<file path="config.mk">
export PLATFORM = sky130hd
export DESIGN_NAME = mem_stage_mmio
export DESIGN_NICKNAME = d
export VERILOG_FILES = /design/src/rtl/mem_stage_mmio_pkg.sv /design/src/rtl/mem_stage_mmio_load_align.sv /design/src/rtl/mem_stage_mmio.sv
export SDC_FILE = /design/constraint.sdc
export NUM_CORES = 1
export LEC_CHECK = 0
export CORE_UTILIZATION = 42
export DETAILED_ROUTE_END_ITERATION = 10
export GPL_TIMING_DRIVEN = 0
export PLACE_DENSITY = 0.87
export SYNTH_ARGS = -nofsm -noshare
export SYNTH_HDL_FRONTEND = slang
export SYNTH_HIERARCHICAL = 1
export SYNTH_SLANG_ARGS = --single-unit
</file>
<file path="constraint.sdc">
create_clock -name clk -period 2.9 [get_ports clk]
set_input_delay 0.58 -clock clk [delete_from_list [all_inputs] [get_ports clk]]
set_output_delay 0.58 -clock clk [all_outputs]
set_load 0.02 [all_outputs]
</file>
<file path="src/rtl/mem_stage_mmio_pkg.sv">
// Shared encodings and store-lane helpers for the MIPS memory stage.
package mem_stage_mmio_pkg;

  localparam logic [1:0] SZ_BYTE = 2'd0;
  localparam logic [1:0] SZ_HALF = 2'd1;
  localparam logic [1:0] SZ_WORD = 2'd2;

  localparam logic [31:0] BUS_ERR_DATA = 32'h0;

  typedef enum logic {
    ST_IDLE = 1'b0,
    ST_WAIT = 1'b1
  } stateT;

  function automatic logic [3:0] storeBe(input logic [1:0] sz, input logic [1:0] lo);
    case (sz)
      SZ_BYTE: storeBe = 4'b0001 << lo;
      SZ_HALF: storeBe = lo[1] ? 4'b1100 : 4'b0011;
      default: storeBe = 4'b1111;
    endcase
  endfunction

  // Replicate the sub-word so every enabled lane already carries the right bytes.
  function automatic logic [31:0] storeLanes(input logic [1:0] sz, input logic [31:0] rt);
    case (sz)
      SZ_BYTE: storeLanes = {4{rt[7:0]}};
      SZ_HALF: storeLanes = {2{rt[15:0]}};
      default: storeLanes = rt;
    endcase
  endfunction

endpackage

</file>
<file path="src/rtl/mem_stage_mmio_load_align.sv">
// Little-endian load extraction: shift by byte offset, then zero/sign fill.
module mem_stage_mmio_load_align
  import mem_stage_mmio_pkg::*;
(
  input  logic [31:0] rdWord,
  input  logic [1:0]  addrLo,
  input  logic [1:0]  size,
  input  logic        signExt,
  output logic [31:0] data
);

  logic [31:0] shifted;

  always_comb begin
    shifted = rdWord >> {addrLo, 3'b000};
    case (size)
      SZ_BYTE: data = {{24{signExt & shifted[7]}}, shifted[7:0]};
      SZ_HALF: data = {{16{signExt & shifted[15]}}, shifted[15:0]};
      default: data = shifted;
    endcase
  end

endmodule

</file>
<file path="src/rtl/mem_stage_mmio.sv">
// MIPS memory stage: handshaked data memory plus word-aligned MMIO channels
// decoded in the top of the low-byte address space.
module mem_stage_mmio
  import mem_stage_mmio_pkg::*;
#(
  parameter int         NUM_IO   = 2,
  parameter logic [7:0] IO_BASE  = 8'hF0,
  parameter int         MAX_WAIT = 16
) (
  input  logic                   clk,
  input  logic                   rst,
  input  logic                   valid_in,
  input  logic                   mem_read,
  input  logic                   mem_write,
  input  logic                   mem_to_reg,
  input  logic [1:0]             size,
  input  logic                   sign_ext,
  input  logic [31:0]            alu_result,
  input  logic [31:0]            rt_data,
  input  logic [32*NUM_IO-1:0]   io_rdata,
  output logic [NUM_IO-1:0]      io_we,
  output logic [31:0]            io_wdata,
  output logic                   dmem_req,
  output logic                   dmem_we,
  output logic [31:0]            dmem_addr,
  output logic [31:0]            dmem_wdata,
  output logic [3:0]             dmem_be,
  input  logic [31:0]            dmem_rdata,
  input  logic                   dmem_ack,
  output logic                   stall,
  output logic [31:0]            reg_write_data,
  output logic                   wb_valid,
  output logic                   misaligned,
  output logic                   bus_err
);

  stateT             state;
  logic [7:0]        waitCnt;
  logic [31:0]       pendAlu;
  logic [1:0]        pendSize;
  logic              pendSign, pendLoad;
  logic [NUM_IO-1:0] ioHit;
  logic [31:0]       ioWord, alignIn, alignOut;
  logic [1:0]        alignLo, alignSize;
  logic              alignSign;
  logic              isMem, isMis, isIo, isDm, waitLast;

  always_comb begin
    ioHit  = '0;
    ioWord = '0;
    for (int k = 0; k < NUM_IO; k++)
      if (alu_result[7:0] == IO_BASE + 8'(4 * k)) begin
        ioHit[k] = 1'b1;
        ioWord   = io_rdata[32*k +: 32];
      end
  end

  assign isMem    = valid_in & (mem_read | mem_write);
  assign isMis    = isMem & (((size == SZ_HALF) & alu_result[0]) |
                             ((size >= SZ_WORD) & (alu_result[1:0] != 2'b00)));
  assign isIo     = isMem & ~isMis & (|ioHit);
  assign isDm     = isMem & ~isMis & ~(|ioHit);
  assign waitLast = (waitCnt == 8'(MAX_WAIT - 1));
  assign stall    = (state == ST_IDLE) ? isDm : ~(dmem_ack | waitLast);

  // One aligner serves both paths: live I/O word in IDLE, pending dmem load in WAIT.
  assign alignIn   = (state == ST_WAIT) ? dmem_rdata   : ioWord;
  assign alignLo   = (state == ST_WAIT) ? pendAlu[1:0] : alu_result[1:0];
  assign alignSize = (state == ST_WAIT) ? pendSize     : size;
  assign alignSign = (state == ST_WAIT) ? pendSign     : sign_ext;

  mem_stage_mmio_load_align uAlign (
    .rdWord (alignIn),
    .addrLo (alignLo),
    .size   (alignSize),
    .signExt(alignSign),
    .data   (alignOut)
  );

  always_ff @(posedge clk) begin
    if (rst) begin
      state          <= ST_IDLE;
      waitCnt        <= '0;
      dmem_req       <= 1'b0;
      dmem_we        <= 1'b0;
      dmem_addr      <= '0;
      dmem_wdata     <= '0;
      dmem_be        <= '0;
      io_we          <= '0;
      io_wdata       <= '0;
      wb_valid       <= 1'b0;
      misaligned     <= 1'b0;
      bus_err        <= 1'b0;
      reg_write_data <= '0;
      pendAlu        <= '0;
      pendSize       <= SZ_BYTE;
      pendSign       <= 1'b0;
      pendLoad       <= 1'b0;
    end else begin
      wb_valid   <= 1'b0;
      misaligned <= 1'b0;
      bus_err    <= 1'b0;
      io_we      <= '0;
      case (state)
        ST_IDLE: if (valid_in) begin
          if (isDm) begin
            state      <= ST_WAIT;
            waitCnt    <= '0;
            dmem_req   <= 1'b1;
            dmem_we    <= mem_write;
            dmem_addr  <= {alu_result[31:2], 2'b00};
            dmem_be    <= storeBe(size, alu_result[1:0]);
            dmem_wdata <= storeLanes(size, rt_data);
            pendAlu    <= alu_result;
            pendSize   <= size;
            pendSign   <= sign_ext;
            pendLoad   <= mem_read & ~mem_write & mem_to_reg;
          end else begin
            wb_valid <= 1'b1;
            if (isMis) begin
              misaligned     <= 1'b1;
              reg_write_data <= '0;
            end else if (isIo & mem_write) begin
              io_we          <= ioHit;
              io_wdata       <= rt_data;
              reg_write_data <= alu_result;
            end else if (isIo & mem_to_reg) begin
              reg_write_data <= alignOut;
            end else begin
              reg_write_data <= alu_result;
            end
          end
        end
        ST_WAIT: begin
          waitCnt <= waitCnt + 8'd1;
          if (dmem_ack | waitLast) begin
            state    <= ST_IDLE;
            dmem_req <= 1'b0;
            dmem_we  <= 1'b0;
            wb_valid <= 1'b1;
            // A late ack on the final wait cycle still counts as a completion.
            if (dmem_ack)
              reg_write_data <= pendLoad ? alignOut : pendAlu;
            else begin
              bus_err        <= 1'b1;
              reg_write_data <= BUS_ERR_DATA;
            end
          end
        end
        default: state <= ST_IDLE;
      endcase
    end
  end

endmodule

</file>
==> metrics.md <==
| Metric | Value |
|---|---|
| Final wirelength | 36,020 µm |
| Actual slew at the worst max-slew pin | 886.5 ps |
| Nets | 1,611 |
| CP bufs+invs | 3 |
| CP cell instances | dlygate4sd2_1 -> and4b_2 -> nand2_4 -> clkbuf_16 -> o31ai_4 -> mux2_4 -> o221ai_4 -> clkbuf_16 -> o2bb2ai_2 -> mux2i_1 -> o22ai_1 -> o21a_1 |
| Overall global routing resource usage | 0.3241 |
| CP max stage cell | and4b_2 |
| Layout cell share with drive strength beyond 1 | 0.1349 |
| Hold EP | pendAlu[0]$_SDFFE_PP0P_ |
| FP Rows | 52 |
| Max layer used | met4 |
| CTS tree | built |
| Period utilisation layout | 0.9972 |
| R2R depth | 12 |
| Status | finished, final reports clean |
| Hold Startpoint | alu_result[0] |
| Clock skew | 11.86 ps |
| Die footprint | 0.02158 mm² |
| Clock Pin Slew Worst Setup and Hold Paths | 60 ps |
| Chip Width | 146.9 µm |
| Most common cell in the netlist | nand2_1 |
| Die span in y | 146.9 µm |
| Worst setup SP type | input pin |
| VDD IR-drop max | 0.4571 mV |
| Met2 WL | 17,130 µm |
| Peak Freq | 345.8 MHz |
| Tot Pwr | 0.006238 W |
| Wire length on met3 | 4097 µm |
| Fin crit period | 2892 ps |
| Core Region | 0.02043 mm² |
| Avg WL per Cell | 20.90 µm |
| Worst Setup End Kind | flip-flop |
| Hold slack | 432.8 ps |
| Worst hold stages | 3 |
| Global-route wire length before repair | 53,940 µm |
| Setup TNS | 0 ps |
| Initial DRC Count | 850 |
| Yosys cell types | 61 |
| Register area share after synthesis | 0.3451 |
| R2R Path End | reg_write_data[22]$_SDFFE_PP0P_ |
| Final Hold Viols | 0 |
| Vias | 10,163 |
| Dpl cell area | 0.01221 mm² |
| Via/cell ratio | 5.898 |
| Post-DP HPWL | 27,350 µm |
| Warnings from Yosys | 6 |
| Hold WC Path Type | in2reg |
| Cell area after layout | 0.01340 mm² |
| # hold bufs at CTS | 0 |
| Synth top area share | 0.3451 |
| RePlAce Congestion | 0.9410 |
| Flop2flop setup slack | 130 ps |
| Crit path kind | in2reg |
| CTS Sinks | 152 |
| Synth Flop Type | dfxtp_1 |
| Final ANT Viol Nets | 0 |
| DRC Markers | 0 |
| Critical path arrival | 3270 ps |
| LEAKAGE | 4.772 nW |
| Max_cap viols | 0 |
| Initial antenna violation count | 0 |
| Cell count after synthesis | 1,096 |
| Synth async-reset ratio | 0 |
| Max_slew headroom | 0.3996 |
| Mapped Area | 0.008817 mm² |
| List of most frequent post-synthesis cells | nand2_1 (215), dfxtp_1 (152), a21oi_1 (116) |
| Worst r2r src | state$_SDFF_PP0_ |
| Number of top-level pins | 310 |
| Post-synthesis area per instance | 8.045 µm² |
| Met1 wire length | 13,430 µm |
| Area grow syn2layout | 51.95% |
| RSZ-0062 raised after global routing | yes |
| Crit path max-delay family | compound AO/OA/AOI/OAI gates |
| PwrDens | 465.6 mW/mm² |
| Largest fanout on the critical path | 8 |
| Setup-failing EPs final | 0 |
| CP peak stage delay | 360 ps |
| Num CTS Buffers | 17 |
| First-pass detailed-route iteration total | 9 |
| Dominant cell type by area after synthesis | dfxtp_1 |
| Clock buffer depth | 2 |
| Input/output buffers | 304 |
| CP required | 3280 ps |
| Number of enable flip-flop cells after synthesis | 0 |
| Pin count of the biggest net entering global routing | 17 |
| Worst-Skew Late Latency | 440 ps |
| #FFs+latches synth | 152 |
| Largest cells by area after synthesis | dfxtp_1 (35%), mux2i_1 (11%), nand2_1 (9.2%) |
| CTS H-tree lvls | 4 |
| Clock root cell | clkbuf_16 |
| Via count of the first global-routing pass | 9,715 |
| Grt ovf | 0 |
| Antenna Cells | 0 |
| Count of pins over their slew limit | 0 |
| Initial Util | 0.4316 |
| Cell mode on critical path | clkbuf_16 |
==> final cells by class <==
cell class	instances	area [µm²]
fillers	1678	7032
multi-input cells	802	5361
repair buffers	326	3232
flip-flops and latches	152	3047
plain buffers	136	802.0
clock buffers	18	439.2
well taps	270	337.8
clock inverters	14	158.9
inverters	5	20.02
==> what timing repair did <==
| item | 4_1_cts | 5_1_grt |
|---|---|---|
| cloned | 0 | 1 |
| endpoints found under the setup margin | 33 | 31 |
| setup buffers | 11 | 10 |
| gates resized for setup | 74 | 25 |
| pin swaps | 11 | 11 |
==> worst register-to-register path, cell delays in order, from the launching register on <==
cell,delay (ps)
dfxtp_4,430
buf_4,230
buf_6,190
nand2_1,60
o21ai_0,100
buf_6,200
mux2_4,330
o221ai_4,320
clkbuf_16,250
o22ai_4,80
a31oi_1,160
o22ai_1,130
o21a_1,180
==> cell usage in the layout, fill, tap and decap left out, types with 4 or more instances in the layout <==
master | Yosys | final
clkdlybuf4s50_1 | 0 | 297
nand2_1 | 215 | 215
dfxtp_1 | 152 | 151
a21oi_1 | 116 | 115
mux2i_1 | 98 | 97
buf_4 | 34 | 56
o31a_1 | 51 | 51
clkbuf_1 | 52 | 47
o22ai_1 | 38 | 38
nor2_1 | 35 | 34
buf_2 | 26 | 31
o21a_1 | 28 | 28
a31oi_1 | 26 | 26
o31ai_1 | 33 | 20
clkbuf_16 | 0 | 19
nor3_1 | 18 | 18
a211oi_1 | 18 | 18
o21ai_0 | 15 | 14
o31ai_4 | 0 | 11
a311oi_1 | 10 | 10
buf_6 | 10 | 10
o211ai_1 | 9 | 9
buf_1 | 16 | 8
or2_2 | 8 | 8
nor2b_1 | 9 | 8
and3_1 | 5 | 5
clkinv_4 | 0 | 5
o2bb2ai_2 | 0 | 5
o41ai_1 | 4 | 4
nand3_1 | 4 | 4
inv_6 | 0 | 4
dlygate4sd2_1 | 0 | 4
==> worst max-delay path by stage <==
| stage | slack, ps | from | depth (start not counted) | end |
|---|---|---|---|---|
| 2_1_floorplan | 60 | state$_SDFF_PP0_ | 14 | reg_write_data[4]$_SDFFE_PP0P_ |
| 3_3_place_gp | -1270 | alu_result[1] | 11 | reg_write_data[9]$_SDFFE_PP0P_ |
| 3_5_place_dp | -1330 | alu_result[1] | 11 | reg_write_data[10]$_SDFFE_PP0P_ |
| 4_1_cts | -30 | alu_result[7] | 13 | reg_write_data[22]$_SDFFE_PP0P_ |
| 5_1_grt | -20 | alu_result[3] | 12 | reg_write_data[1]$_SDFFE_PP0P_ |
| 6_report | 8 | alu_result[3] | 12 | reg_write_data[24]$_SDFFE_PP0P_ |
==> power by group <==
group          total, W  switching, W  leakage, nW  internal (W)
logic           0.00167      0.000899         3.24      0.000775
registers       0.00228     0.0000828         1.24       0.00220
clock network   0.00228       0.00103        0.295       0.00125
==> sequential cells by signal, indices dropped and copies added, names as in the netlist <==
signal	cells
pendLoad	1
io_wdata	32
dmem_be	4
pendSign	1
dmem_wdata	32
dmem_we	1
misaligned	1
state	1
io_we	2
pendAlu	32
dmem_req	1
wb_valid	1
bus_err	1
waitCnt	8
reg_write_data	32
pendSize	2
==> cell families (layout without fill, tap and decap cells) <==
| group | after synthesis | count (layout) | share of synthesized area |
|---|---|---|---|
| AOI/OAI and AO/OA | 374 | 374 | 0.2876 |
| xor gates and xnor gates | 1 | 1 | 0.0009935 |
| adders and majority gates | 1 | 1 | 0.001419 |
| buffers and inverters | 143 | 499 | 0.08755 |
| DFF | 152 | 152 | 0.3451 |
| muxes | 103 | 103 | 0.1183 |
| other | 1 | 2 | 0.0004253 |
| and+or+nand+nor | 321 | 321 | 0.1585 |
==> routing by layer <==
metal,vias to the layer above,track usage
met4,0,0.1438
met5,-,0
met2,665,0.5524
li1,4646,-
met3,96,0.08012
met1,4756,0.3849
==> through the flow <==
stage | worst slack [ps] | util | cells
CTS | -32.60 | 0.6456 | 1713
floorplan | 57.66 | - | 1097
detailed placement | -1330 | 0.5976 | 1671
global route | -22.62 | 0.6558 | 1723
global placement | -1272 | 0.5976 | 1671
finish | 8.172 | 0.6558 | 1723
Note: power is estimated with default switching activity, not from simulation.
==> patch (same flow settings) <==
Change the parameter `NUM_IO` from 2 to 4.
--- a/src/rtl/mem_stage_mmio.sv
+++ b/src/rtl/mem_stage_mmio.sv
@@ -3,7 +3,7 @@
 module mem_stage_mmio
   import mem_stage_mmio_pkg::*;
 #(
-  parameter int         NUM_IO   = 2,
+  parameter int         NUM_IO   = 4,
   parameter logic [7:0] IO_BASE  = 8'hF0,
   parameter int         MAX_WAIT = 16
 ) (
Ports: changed (resized io_rdata and io_we); port bits go from 310 to 376. No check against the original RTL was run, so the function may have changed too.
==> patch against the original RTL <==
- first-iteration DRC count is 14% higher
- design area up 5.6%
- largest power group unchanged
- critical path depth shrank 2
- count of clock-buffer cells in the layout increased by 3
- wire length is 11% higher
- setup slack improved by 0.015 ns
- power rose by 2.9%
- sequential cell count rose by 2
- synthesized area grew 3.1%
- non-clock buffer count increased by 49
- fmax increased by 0.53%
==> patch: results (changes against the original RTL) <==
| Metric | Value |
|---|---|
| Status | completed (unchanged) |
| DR iter-0 viols | 966 (was 850) |
| Crit-path leading delay family | multiplexers (was compound AO/OA/AOI/OAI gates) |
| PortBufs | 369 (was 304) |
| Arr. time, crit path | 3.20 ns (was 3.27 ns) |
| Total GRT Usage | 35.43% (was 32.41%) |
| Via-to-Cell Ratio | 5.894 (was 5.898) |
| Layout cells sized above 1 | 14.11% (was 13.49%) |
| Worst R2R End | reg_write_data[23]$_SDFFE_PP0P_ (was reg_write_data[22]$_SDFFE_PP0P_) |
| Synth cell types | 62 (was 61) |
| DRT Wirelength | 40.13 mm (was 36.02 mm) |
| Hold crit path type | reg2reg (was in2reg) |
| Rel. slew slack | 22.29% (was 39.96%) |
| Layout fillers | 1607 (was 1678) |
| VDD IR-drop max | 0.3328 mV (was 0.4571 mV) |
| CP peak stage delay | 0.53 ns (was 0.36 ns) |
| Avg Inst Size Synth | 8.624 sq um (was 8.045 sq um) |
| Synthesized-area fraction occupied by adder cells | 0.1376% (was 0.1419%) |
| Hold_ws | 0.4524 ns (was 0.4328 ns) |
| Worst R2R Setup Slack | 0.10 ns (was 0.13 ns) |
| Static leakage | 0.005238 uW (was 0.004772 uW) |
| H-tree depth reported by CTS | 4 (unchanged) |
| Seq pwr share | 35.9% (was 36.6%) |
| Max Root-Sink Buffers | 2 (unchanged) |
| Total Power | 6420 uW (was 6238 uW) |
| RD Place Congestion | 0.9509 (was 0.9410) |
| Hold_sp | dmem_wdata[6]$_SDFFE_PP0P_ (was alu_result[0]) |
| Mux share of post-synthesis cell area | 19.30% (was 11.83%) |
| Setup Buffers After CTS | 9 (was 11) |
| Area contributors post-synth | dfxtp_1 (34%), mux2i_1 (11%), mux4_2 (7.9%) (was dfxtp_1 (35%), mux2i_1 (11%), nand2_1 (9.2%)) |
| Worst Hold End | dmem_wdata[6]$_SDFFE_PP0P_ (was pendAlu[0]$_SDFFE_PP0P_) |
| Top cells by count, synth | nand2_1 (174), dfxtp_1 (154), a21oi_1 (100) (was nand2_1 (215), dfxtp_1 (152), a21oi_1 (116)) |
| Vias post-DR | 10310 (was 10160) |
| Clk_skew | 0.007103 ns (was 0.01186 ns) |
| CTS Root Cell | clkbuf_16 (unchanged) |
| Post_cts resized | 58 (was 74) |
| Slowest stage cell, crit path | mux4_2 (was and4b_2) |
| Net Switching | 1946 uW (was 2014 uW) |
| Critical Path Fanout Max | 7 (was 8) |
| Combinational Power | 1810 uW (was 1670 uW) |
| Initial antenna violation count | 6 (was 0) |
| Final net count | 1689 (was 1611) |
| WHS Path Cells | 2 (was 3) |
| First drt pass iteration count | 6 (was 9) |
| First-pass GRT wire length | 58.28 mm (was 53.94 mm) |
| Post-synthesis compound-gate area fraction | 23.43% (was 28.76%) |
| Register area share after synthesis | 33.92% (was 34.51%) |
| Worst r2r path cells | 14 (was 12) |
| Post-Synth XOR/XNOR Area | 0.3854% (was 0.09933%) |
| Final HPWL DP | 31.36 mm (was 27.35 mm) |
patch: cell type report:
class,instances,share of cell area (%)
antenna,7,0.1238
buffer,130,5.730
clock buffer,21,3.325
clock inverter,11,0.9638
inverter,37,0.9815
multi-input combinational,733,37.81
sequential,154,21.79
tap,275,2.432
timing repair buffer,381,26.85
patch: worst max path at each step:
stage,from,to,slack (ns),cells after the start
2_1_floorplan,state$_SDFF_PP0_,reg_write_data[22]$_SDFFE_PP0P_,0.006,14
3_3_place_gp,alu_result[7],reg_write_data[9]$_SDFFE_PP0P_,-1.30,12
3_5_place_dp,alu_result[6],reg_write_data[9]$_SDFFE_PP0P_,-1.40,12
4_1_cts,alu_result[5],reg_write_data[22]$_SDFFE_PP0P_,0.0008,13
5_1_grt,alu_result[2],reg_write_data[25]$_SDFFE_PP0P_,-0.03,11
6_report,io_rdata[119],reg_write_data[23]$_SDFFE_PP0P_,0.02,10
patch: layer usage:
metal,routed length (um),GRT usage [%]
met5,0,0
met3,3688,6.453
met2,19310,59.26
met4,2712,24.18
met1,14420,41.17
patch: per-stage QoR:
| step | setup TNS, ns | area, sq um | setup slack, ns | utilization (%) |
|---|---|---|---|---|
| floorplan | 0 | 9119 | 0.006493 | - |
| global placement | -40.08 | 13160 | -1.301 | 62.39 |
| detailed placement | -44.17 | 13160 | -1.396 | 62.39 |
| CTS | 0 | 14020 | 0.0008054 | 66.46 |
| global route | -0.08942 | 14150 | -0.02769 | 67.10 |
| finish | 0 | 14150 | 0.02351 | 67.10 |
patch: worst reg2reg max path: cells and delay by family, from the launching register on:
family	cells	cell delay, ns
buffers and inverters	6	1.04
AO/OA/AOI/OAI	5	0.80
multiplexers	2	0.49
flip-flops	1	0.30
AND/OR/NAND/NOR	1	0.06
